**src/rtl/display_control_pkg.sv**
```systemverilog
// Shared definitions for the MCD212 display control sequencer.
// Holds the state encoding, the opcode classes, default addresses and a
// few commonly used display register numbers.
package display_control_pkg;

  localparam int ADDR_W     = 23;
  localparam int REG_ADDR_W = 7;
  localparam int REG_DATA_W = 24;
  localparam int PARAM_W    = 5;

  localparam logic [ADDR_W-1:0] ICA_START_DEFAULT = 23'h000400;
  localparam int                DCA_WORDS_DEFAULT = 16;

  // Sequencer state encoding; kept as plain constants so checkers and
  // older code can compare against raw values.
  localparam logic [2:0] ST_IDLE      = 3'd0;
  localparam logic [2:0] ST_ICA_FETCH = 3'd1;
  localparam logic [2:0] ST_ICA_EXEC  = 3'd2;
  localparam logic [2:0] ST_WAIT_LINE = 3'd3;
  localparam logic [2:0] ST_DCA_FETCH = 3'd4;
  localparam logic [2:0] ST_DCA_EXEC  = 3'd5;
  localparam logic [2:0] ST_DRAIN     = 3'd6;

  typedef enum logic [2:0] {
    IDLE      = ST_IDLE,
    ICA_FETCH = ST_ICA_FETCH,
    ICA_EXEC  = ST_ICA_EXEC,
    WAIT_LINE = ST_WAIT_LINE,
    DCA_FETCH = ST_DCA_FETCH,
    DCA_EXEC  = ST_DCA_EXEC,
    DRAIN     = ST_DRAIN
  } seq_state_e;

  // Opcodes 8..F all mean "register write"; they collapse onto OP_REG_WRITE.
  typedef enum logic [3:0] {
    OP_STOP       = 4'h0,
    OP_NOP        = 4'h1,
    OP_LD_DCP     = 4'h2,
    OP_LD_DCP_STP = 4'h3,
    OP_LD_ICA     = 4'h4,
    OP_LD_VSR_STP = 4'h5,
    OP_IRQ        = 4'h6,
    OP_PARAMS     = 4'h7,
    OP_REG_WRITE  = 4'h8
  } opcode_e;

  // Frequently written display registers.
  localparam logic [REG_ADDR_W-1:0] REG_IMAGE_CODING = 7'h40;
  localparam logic [REG_ADDR_W-1:0] REG_CLUT_BANK    = 7'h43;
  localparam logic [REG_ADDR_W-1:0] REG_TRANSPARENCY = 7'h47;
  localparam logic [REG_ADDR_W-1:0] REG_BACKDROP     = 7'h58;

endpackage

```
**src/rtl/dcp_instr_decode.sv**
```systemverilog
// Combinational decode of one 32-bit display control instruction.
// Ports:
//   instr_i        instruction word
//   opcode_o       opcode class (8..F folded to OP_REG_WRITE)
//   is_stop_o      instruction ends the current program
//   is_reg_write_o instr[31] set
//   reg_addr_o     register number instr[30:24]
//   reg_data_o     register value  instr[23:0]
//   ptr_o          word-aligned pointer {instr[22:2], 2'b00}
//   vsr_o          half-word-aligned VSR {instr[22:1], 1'b0}
//   params_o       display parameters instr[4:0]
module dcp_instr_decode
  import display_control_pkg::*;
(
  input  logic [31:0]           instr_i,
  output opcode_e               opcode_o,
  output logic                  is_stop_o,
  output logic                  is_reg_write_o,
  output logic [REG_ADDR_W-1:0] reg_addr_o,
  output logic [REG_DATA_W-1:0] reg_data_o,
  output logic [ADDR_W-1:0]     ptr_o,
  output logic [ADDR_W-1:0]     vsr_o,
  output logic [PARAM_W-1:0]    params_o
);

  always_comb begin
    is_reg_write_o = instr_i[31];
    opcode_o       = instr_i[31] ? OP_REG_WRITE : opcode_e'(instr_i[31:28]);
    is_stop_o      = (opcode_o == OP_STOP) || (opcode_o == OP_LD_DCP_STP) ||
                     (opcode_o == OP_LD_VSR_STP);
    reg_addr_o     = instr_i[30:24];
    reg_data_o     = instr_i[23:0];
    ptr_o          = {instr_i[22:2], 2'b00};
    vsr_o          = {instr_i[22:1], 1'b0};
    params_o       = instr_i[4:0];
  end

endmodule

```
**src/rtl/display_control_sequencer.sv**
```systemverilog
// Fetches and executes MCD212 display control programs: the ICA once per
// field from ICA_START, the DCA once per active line from the DCA pointer.
// Ports:
//   clk, reset_n              clock, asynchronous active-low reset
//   field_start, line_start   strobes from video_timing
//   dca_enable                run DCA on line_start when 1
//   mem_req/mem_addr          instruction read request and byte address
//   mem_ack/mem_data          read completion with data in the same cycle
//   reg_we/reg_addr/reg_data  1-cycle display register write
//   vsr_ptr, disp_params      pixel path parameters
//   irq                       1-cycle interrupt pulse
//   busy                      high while an ICA/DCA program is running
//   dbg_state                 current sequencer state (seq_state_e encoding)
//
// Memory handshake: mem_req is the valid, mem_ack the ready. While mem_req
// is high, mem_addr is held; the transfer completes in the cycle both are
// high. mem_req is low in the cycle after every completion, and a raised
// request is only ever dropped by a completion or by reset.
module display_control_sequencer
  import display_control_pkg::*;
#(
  parameter logic [ADDR_W-1:0] ICA_START = ICA_START_DEFAULT,
  parameter int                DCA_WORDS = DCA_WORDS_DEFAULT
) (
  input  logic                  clk,
  input  logic                  reset_n,
  input  logic                  field_start,
  input  logic                  line_start,
  input  logic                  dca_enable,
  output logic                  mem_req,
  output logic [ADDR_W-1:0]     mem_addr,
  input  logic                  mem_ack,
  input  logic [31:0]           mem_data,
  output logic                  reg_we,
  output logic [REG_ADDR_W-1:0] reg_addr,
  output logic [REG_DATA_W-1:0] reg_data,
  output logic [ADDR_W-1:0]     vsr_ptr,
  output logic [PARAM_W-1:0]    disp_params,
  output logic                  irq,
  output logic                  busy,
  output logic [2:0]            dbg_state
);

  localparam int              CNT_W     = $clog2(DCA_WORDS + 1);
  localparam logic [CNT_W-1:0] DCA_LIMIT = CNT_W'(DCA_WORDS);

  logic [2:0]            state_q, state_d;
  logic [ADDR_W-1:0]     ica_ptr_q, ica_ptr_d;
  logic [ADDR_W-1:0]     dca_ptr_q, dca_ptr_d;
  logic [ADDR_W-1:0]     addr_q, addr_d;
  logic [CNT_W-1:0]      dca_cnt_q, dca_cnt_d;
  logic                  stop_q, stop_d;
  logic                  req_gap_q, req_gap_d;
  logic                  reg_we_q, reg_we_d;
  logic [REG_ADDR_W-1:0] reg_addr_q, reg_addr_d;
  logic [REG_DATA_W-1:0] reg_data_q, reg_data_d;
  logic [ADDR_W-1:0]     vsr_q, vsr_d;
  logic [PARAM_W-1:0]    params_q, params_d;
  logic                  irq_q, irq_d;

  opcode_e               dec_op;
  logic                  dec_stop;
  logic                  dec_reg_write;
  logic [REG_ADDR_W-1:0] dec_reg_addr;
  logic [REG_DATA_W-1:0] dec_reg_data;
  logic [ADDR_W-1:0]     dec_ptr;
  logic [ADDR_W-1:0]     dec_vsr;
  logic [PARAM_W-1:0]    dec_params;
  logic                  fetching;
  logic                  ack_v;

  dcp_instr_decode u_decode (
    .instr_i        (mem_data),
    .opcode_o       (dec_op),
    .is_stop_o      (dec_stop),
    .is_reg_write_o (dec_reg_write),
    .reg_addr_o     (dec_reg_addr),
    .reg_data_o     (dec_reg_data),
    .ptr_o          (dec_ptr),
    .vsr_o          (dec_vsr),
    .params_o       (dec_params)
  );

  // req_gap_q covers a fetch entered straight from a completion (DRAIN, or
  // field_start coinciding with mem_ack): request stays low for that cycle.
  assign fetching = (state_q == ST_ICA_FETCH) || (state_q == ST_DCA_FETCH) ||
                    (state_q == ST_DRAIN);
  assign mem_req  = fetching && !req_gap_q;
  assign ack_v    = mem_ack && mem_req;

  always_comb begin
    state_d    = state_q;
    ica_ptr_d  = ica_ptr_q;
    dca_ptr_d  = dca_ptr_q;
    addr_d     = addr_q;
    dca_cnt_d  = dca_cnt_q;
    stop_d     = stop_q;
    req_gap_d  = 1'b0;
    reg_we_d   = 1'b0;
    irq_d      = 1'b0;
    reg_addr_d = reg_addr_q;
    reg_data_d = reg_data_q;
    vsr_d      = vsr_q;
    params_d   = params_q;
    case (state_q)
      ST_IDLE, ST_WAIT_LINE: begin
        if (field_start) begin
          state_d   = ST_ICA_FETCH;
          ica_ptr_d = ICA_START;
          addr_d    = ICA_START;
        end else if ((state_q == ST_WAIT_LINE) && line_start && dca_enable) begin
          state_d   = ST_DCA_FETCH;
          addr_d    = dca_ptr_q;
          dca_cnt_d = '0;
        end
      end
      ST_ICA_FETCH, ST_DCA_FETCH: begin
        if (field_start) begin
          ica_ptr_d = ICA_START;
          if (mem_req && !mem_ack) begin
            state_d = ST_DRAIN;  // outstanding read: hold the address until it completes
          end else begin
            // Either nothing outstanding or the read completes now; its data is dropped.
            state_d   = ST_ICA_FETCH;
            addr_d    = ICA_START;
            req_gap_d = ack_v;
          end
        end else if (ack_v) begin
          if (state_q == ST_ICA_FETCH) begin
            ica_ptr_d = ica_ptr_q + 23'd4;
            state_d   = ST_ICA_EXEC;
          end else begin
            dca_ptr_d = dca_ptr_q + 23'd4;
            dca_cnt_d = dca_cnt_q + CNT_W'(1);
            state_d   = ST_DCA_EXEC;
          end
          stop_d = dec_stop;
          // Pointer reloads override the increment above.
          case (dec_op)
            OP_LD_DCP, OP_LD_DCP_STP: dca_ptr_d = dec_ptr;
            OP_LD_ICA:                ica_ptr_d = dec_ptr;
            OP_LD_VSR_STP:            vsr_d     = dec_vsr;
            OP_IRQ:                   irq_d     = 1'b1;
            OP_PARAMS:                params_d  = dec_params;
            default: begin
              if (dec_reg_write) begin
                reg_we_d   = 1'b1;
                reg_addr_d = dec_reg_addr;
                reg_data_d = dec_reg_data;
              end
            end
          endcase
        end
      end
      ST_ICA_EXEC, ST_DCA_EXEC: begin
        if (field_start) begin
          state_d   = ST_ICA_FETCH;
          ica_ptr_d = ICA_START;
          addr_d    = ICA_START;
        end else if (stop_q || ((state_q == ST_DCA_EXEC) && (dca_cnt_q == DCA_LIMIT))) begin
          state_d = ST_WAIT_LINE;
        end else if (state_q == ST_ICA_EXEC) begin
          state_d = ST_ICA_FETCH;
          addr_d  = ica_ptr_q;
        end else begin
          state_d = ST_DCA_FETCH;
          addr_d  = dca_ptr_q;
        end
      end
      ST_DRAIN: begin
        ica_ptr_d = ICA_START;
        if (ack_v) begin
          state_d   = ST_ICA_FETCH;
          addr_d    = ICA_START;
          req_gap_d = 1'b1;
        end
      end
      default: state_d = ST_IDLE;
    endcase
  end

  always_ff @(posedge clk or negedge reset_n) begin
    if (!reset_n) begin
      state_q    <= ST_IDLE;
      ica_ptr_q  <= ICA_START;
      dca_ptr_q  <= '0;
      addr_q     <= ICA_START;
      dca_cnt_q  <= '0;
      stop_q     <= 1'b0;
      req_gap_q  <= 1'b0;
      reg_we_q   <= 1'b0;
      reg_addr_q <= '0;
      reg_data_q <= '0;
      vsr_q      <= '0;
      params_q   <= '0;
      irq_q      <= 1'b0;
    end else begin
      state_q    <= state_d;
      ica_ptr_q  <= ica_ptr_d;
      dca_ptr_q  <= dca_ptr_d;
      addr_q     <= addr_d;
      dca_cnt_q  <= dca_cnt_d;
      stop_q     <= stop_d;
      req_gap_q  <= req_gap_d;
      reg_we_q   <= reg_we_d;
      reg_addr_q <= reg_addr_d;
      reg_data_q <= reg_data_d;
      vsr_q      <= vsr_d;
      params_q   <= params_d;
      irq_q      <= irq_d;
    end
  end

  assign mem_addr    = addr_q;
  assign reg_we      = reg_we_q;
  assign reg_addr    = reg_addr_q;
  assign reg_data    = reg_data_q;
  assign vsr_ptr     = vsr_q;
  assign disp_params = params_q;
  assign irq         = irq_q;
  assign busy        = (state_q != ST_IDLE) && (state_q != ST_WAIT_LINE);
  assign dbg_state   = state_q;

endmodule

```
**config.mk**
```make
export PLATFORM = sky130hd
export DESIGN_NAME = display_control_sequencer
export DESIGN_NICKNAME = d
export VERILOG_FILES = /design/src/rtl/display_control_pkg.sv /design/src/rtl/dcp_instr_decode.sv /design/src/rtl/display_control_sequencer.sv
export SDC_FILE = /design/constraint.sdc
export NUM_CORES = 1
export LEC_CHECK = 0
export ABC_AREA = 1
export CORE_ASPECT_RATIO = 0.9
export CORE_MARGIN = 5
export CORE_UTILIZATION = 54
export CTS_CLUSTER_SIZE = 20
export DETAILED_ROUTE_END_ITERATION = 16
export MAX_ROUTING_LAYER = met4
export PLACE_DENSITY = 0.86
export SYNTH_ARGS = -nofsm -noshare
export SYNTH_HDL_FRONTEND = slang
export SYNTH_SLANG_ARGS = --single-unit
```
**constraint.sdc**
```tcl
create_clock -name clk -period 2.45 [get_ports clk]
set_input_delay 0.245 -clock clk [delete_from_list [all_inputs] [get_ports clk]]
set_output_delay 0.245 -clock clk [all_outputs]
set_load 0.01 [all_outputs]
```
==> run metrics, run 1 <==
Final GP Congestion approximately 0.98; Post-synth ARST share 1.00; run status finished clean; final WL around 23000 µm; CP arrival 2.05 ns; CP max FO 8; Yosys top cell by area dfrtp_1; Wirelength per Cell between 15 and 20 µm; WP data required between 2 and 2.5 ns; Skew-Pair Late Insertion Delay ~0.43 ns; H-tree Lvls 4; initial DRC count ~700; ys flop type dfrtp_1; clock sinks around 130; Final WS setup between 0.15 and 0.2 ns; global route overflow 0; net count of the finished layout between 1000 and 1500; clk_skew approximately 0.0096 ns; Die Footprint about 16000 µm²; Synth Cell Area 7530 µm²; row count between 40 and 50; port bufs between 100 and 150; Max VDD drop approximately 0.64 mV; routed vias/inst ~5.5; Place WS 0.108 ns; Fin Setup TNS 0 ns; XOR/XNOR share of the synthesized area 0.00814; Synth Area in Adders 0.00664; Sequential Power Share 0.344; initial antenna violation count 0; WS Path Type reg -> out; Slew Limit Fails 0; post-synthesis sequential area ratio 0.446; Die X around 130 µm; area share of the largest cell type after synthesis 0.439; Top Ports 127; Synth Net Count about 1100; HP Class in -> async; CTS clk-pin slew, worst paths 0.07 ns; die span in y 122 µm; Int Power 6.11 mW; CTS tree yes; Area contributors post-synth dfrtp_1 (44%), nand2_1 (21%), o21ai_0 (8.0%), nand3_1 (6.0%), inv_1 (5.1%); CP startpoint kind flip-flop; Num CTS Buffers 17; Sw Pwr 4.10 mW; Slew headroom 0.665; power per cell area approximately 1100 nW/µm²; #FFs+latches synth 134; Pleak 4.61 nW; Layout area overhead 27.2%; Clock Tree Buf Depth 2; post-route ant nets 0; post-synthesis mux area share 0; Worst setup EP type output pin; syn_area_per_cell 7.02 µm²; Max Freq about 440 MHz; Comb pwr share 0.396; first-pass GRT wire length about 38000 µm; number of diodes 0; number of global-route vias before repair a little over 7000; synth warn 0; Syn Inst Count 1073; Vias roughly 7500; main combinational cell family by area after synthesis simple AND/OR/NAND/NOR gates; CTS root buffer clkbuf_16; complex-gate fraction of the synthesized area 0.114; Sw Ratio 0.401; Setup violations, final 0; core box area 13900 µm²; All-Layer GR Usage 0.303; share of cells above drive strength 1 0.0751; clock share of power 0.260; hold slack roughly 0.34 ns; Yosys cell types 38; hpwl dp 17000 µm; detailed-router iteration count before antenna repair 7; Remaining DRCs 0; Final Hold Vio Count 0; EDFF count, synth 0; largest net degree at the start of global routing 53; Post-synth top cells nand2_1 (415), dfrtp_1 (132), o21ai_0 (120), inv_1 (102), nand3_1 (90); Synth Area in Simple Gates 0.343; top-count cell post-synth nand2_1; Period Utilization, post-route 0.937; Max Cap Viol 0; Initial Utilization 0.544; unrepaired setup endpoints after global routing false; min cycle time layout 2.30 ns; Worst Tran Pin Value roughly 0.50 ns
metal layers:
metal / wire length, µm / vias to the layer above / global-route usage
met4: 695 / 0 / 0.105
met5: 0 / - / -
li1: - / 3659 / -
met1: 9850 / 3463 / 0.396
met2: 10300 / 365 / 0.453
met3: 2430 / 52 / 0.0929
logic make-up (layout without fill, tap and decap cells):
group           after synthesis  in the layout
flops                       134            134
fa+ha+maj                     4              4
simple gates                622            622
compound gates              158            158
other cells                   1              1
xor+xnor                      7              7
buf+inv                     147            285
flip-flops by register name, summed over array words and instances (netlist names), 3 cells and up:
name / count
dbg_state: 3
dca_cnt_q: 5
dca_ptr_q: 21
disp_params: 5
ica_ptr_q: 21
mem_addr: 22
reg_addr: 7
reg_data: 24
vsr_ptr: 22
worst max-delay path: stages, from the launching register on:
cell and delay [ns]:
dfrtp_1 0.48, inv_2 0.09, nand2_1 0.09, nand2_2 0.08, nor2_1 0.32, inv_1 0.08
clkdlybuf4s50_1 0.48
power groups by stage:
stage	Clock, mW	Combinational [mW]	Sequential, mW
floorplan	0	2.21	3.53
global placement	0	3.92	3.49
detailed placement	0	4.00	3.51
CTS	2.68	4.04	3.50
global route	2.79	4.52	3.60
finish	2.65	4.04	3.52
repair_timing:
action                                  4_1_cts  5_1_grt
gates resized for setup                       0        0
setup buffers                                 0        0
endpoints found under the setup margin        0        0
hold endpoints to repair                     49        0
hold buffers                                  1        0
per-stage QoR:
| stage | total power, mW | instances | area (µm²) | utilization |
|---|---|---|---|---|
| after floorplan | 5.73 | 1073 | 7530 | - |
| after global placement | 7.41 | 1350 | 8960 | 0.647 |
| after detailed placement | 7.51 | 1350 | 8960 | 0.647 |
| after CTS | 10.2 | 1383 | 9580 | 0.692 |
| after global routing | 10.9 | 1383 | 9580 | 0.692 |
| final | 10.2 | 1383 | 9580 | 0.692 |
final cells by class:
cell class / count / area (µm²)
fill: 1171 / 4270
inverter: 108 / 408
timing repair buffer: 145 / 1430
multi-input combinational: 792 / 3560
tap: 172 / 215
clock inverter: 13 / 156
sequential: 134 / 3360
clock buffer: 19 / 453
path summary, 6_finish.rpt:
check	from	to	slack, ns	cells past startpoint
max	dbg_state[1]	busy	0.15	6
min	reset_n	disp_params[4]	0.34	2
max reg2reg	dbg_state[1]	reg_data[13]	0.25	13
min reg2reg	mem_addr[9]	mem_addr[9]	0.47	2
max in group asynchronous	reset_n	dca_ptr_q[15]	1.43	3
min in group clk	mem_data[25]	reg_addr[1]	0.35	3
cells in the final DEF, fill, tap and decap left out, types with 14 or more instances in the layout:
cell,synthesis,routed
nand2_1,415,415
dfrtp_1,132,132
clkdlybuf4s50_1,0,124
o21ai_0,120,120
inv_1,102,102
nand3_1,90,90
nor2_1,79,79
clkbuf_16,0,17
buf_4,2,17
o21ai_2,16,16
nand4_1,14,14
Note: power is estimated with default switching activity, not from simulation.
==> run 2, diff against run 1 <==
Settings changed: SKIP_LAST_GASP set to 1.
==> results of run 2 <==
Final layout, timing and power as in run 1 (identical DEF).
==> run 3, diff against run 2 <==
Settings changed: CORE_UTILIZATION 54 to 49, PLACE_DENSITY 0.86 to 0.82, SLEW_MARGIN set to 20.
Clock period 2.45 ns to 1.98 ns, I/O delays scaled along.
==> run metrics, run 3 (same netlist as run 1, synthesis figures left out) <==
Final Hold Vio Count 0 (unchanged); Top Ports 127 (unchanged); port bufs 125 (unchanged); CP max FO 38 (+30); clk_skew 0.00885 ns (-0.000728 ns); Post-DP Area 9260 µm² (+3.4%); core box area 15200 µm² (+9.9%); Worst setup EP type flip-flop; WP data required 2.30 ns (+0.10 ns); power per cell area 1310 nW/µm² (+23%); Slew Limit Fails 0 (unchanged); first-pass GRT wire length 39000 µm (+3.5%); CTS root buffer clkbuf_16; Remaining DRCs 0 (unchanged); routed vias/inst 5.42 (-0.64%); CTS clk-pin slew, worst paths 0.06 ns (about the same); dpl cells 1404 (+4.0%); Reg area 3360 µm² (+0.11%); Worst Tran Pin Value 0.533 ns (+0.0301 ns); Final GP Congestion 1.02 (+3.5%); Vias 7832 (+3.9%); Pleak 4.81 nW (+4.4%); Non-Filler Instances 1446 (+4.6%); CTS tree yes; Setup violations, final 0 (unchanged); row count 43 (+4.9%); Buf/Inv on CP 5 (+2); WS Path Type reg -> reg; Fin Setup TNS 0 ns (unchanged); Clock Tree Buf Depth 2 (unchanged); hpwl dp 17600 µm (+3.4%); Skew-Pair Late Insertion Delay 0.44 ns (about the same); post-route ant nets 0 (unchanged); multi-input logic area 3580 µm² (+0.60%); Period Utilization, post-route 0.962; initial antenna violation count 0 (unchanged); most common cell after layout, fill and taps aside nand2_1; Place WS 0.0547 ns (-0.0537 ns); Max VDD drop 0.806 mV (+26%); clock sinks 134 (unchanged); Die X 141 µm (+4.6%); die span in y 128 µm (+4.6%); unrepaired setup endpoints after global routing false; Max Freq between 500 and 600 MHz; CP startpoint kind flip-flop; final WL 24200 µm (+4.3%); CP cell instances buf_4 -> o21ai_1 -> nand2_2 -> inv_4 -> nand2_2 -> nor2_4 -> inv_2 -> nor2_8 -> inv_2 -> buf_12 -> nand2_1 -> o21ai_2; global route overflow 0 (unchanged); CP delay by family, top simple AND/OR/NAND/NOR gates; Worst path max stage delay 0.43 ns (-0.05 ns); Die Footprint 18000 µm² (+9.4%); net count of the finished layout 1273 (+2.7%); number of diodes 0 (unchanged); min cycle time layout about 1.9 ns; Num CTS Buffers 17 (unchanged); All-Layer GR Usage 0.284 (-0.0198); Layout area overhead 32.3%; post-route cell area 9960 µm² (+4.0%); max reg flops 24 (unchanged); share of cells above drive strength 1 0.105 (+0.0294); Slew headroom 0.645 (-0.0201); largest net degree at the start of global routing 53 (unchanged); detailed-router iteration count before antenna repair 7 (unchanged); Max Cap Viol 0 (unchanged); Initial Utilization 0.495 (-0.0491); Final WS setup 0.0746 ns (-0.0793 ns); H-tree Lvls 4 (unchanged); most frequent cells in the layout nand2_1 (415), dfrtp_1 (129), clkdlybuf4s50_1 (122); number of global-route vias before repair 7514 (+3.8%); CP arrival 2.23 ns (+0.18 ns); fillers 1297 (+11%); initial DRC count 817 (+14%); worst-path cell with the longest stage delay dfrtp_2; HP Class in -> async; run status finished clean; Wirelength per Cell 16.8 µm (-0.26%)
## run 3: cell count changes in the layout (fill, tap and decap cells not counted), moves of 2 or more
| cell | delta |
|---|---|
| buf_4 | +25 |
| buf_12 | +7 |
| inv_6 | -4 |
| clkinv_2 | +3 |
| dfrtp_1 | -3 |
| dfrtp_2 | +3 |
| nor2_1 | -3 |
| clkdlybuf4s50_1 | -2 |
| clkinv_4 | +2 |
| nor2_2 | +2 |
## run 3: repair_timing
item                       4_1_cts  5_1_grt
hold buffers                     1        0
setup endpoints to repair        2       79
setup buffers                    2        7
gates resized for setup          5        9
hold endpoints to repair        45        0
pin swaps                        0        3
## run 3: power by group
part	total (mW)	switching (mW)	internal [mW]
sequential	4.35	0.807	3.54
combinational	5.50	3.08	2.42
clock	3.22	1.31	1.91
## run 3: cell type report
cell class              count  area share
well taps                 202      0.0254
inverters                 108      0.0412
clock inverters            13      0.0147
clock buffers              19      0.0445
flip-flops and latches    134       0.337
multi-input cells         792       0.359
repair buffers            178       0.178
## run 3: layer usage
layer / track usage / wire length, µm
met1: 0.389 / 10600
met2: 0.416 / 10500
met3: 0.0741 / 2430
met4: 0.0872 / 612
met5: - / 0
## run 3: worst paths after layout
kind	from	endpoint	slack (ns)	cells after the start
worst max-delay path	dbg_state[0]	reg_data[13]	0.07	12
worst min-delay path	reset_n	dca_cnt_q[4]	0.30	2
worst max register to register	dbg_state[0]	reg_data[13]	0.07	12
worst min register to register	mem_addr[10]	mem_addr[10]	0.46	2
max in group asynchronous	reset_n	dca_ptr_q[15]	1.07	3
min in group clk	mem_data[27]	reg_addr[3]	0.30	3
## run 3: metrics by stage
step	utilization	total power, mW	hold slack [ns]
4_1_cts	0.649	12.9	0.289
3_5_place_dp	0.608	9.66	0.188
6_report	0.654	13.1	0.295
2_1_floorplan	-	7.09	-0.0976
3_3_place_gp	0.608	9.53	0.189
5_1_grt	0.654	14.0	0.306
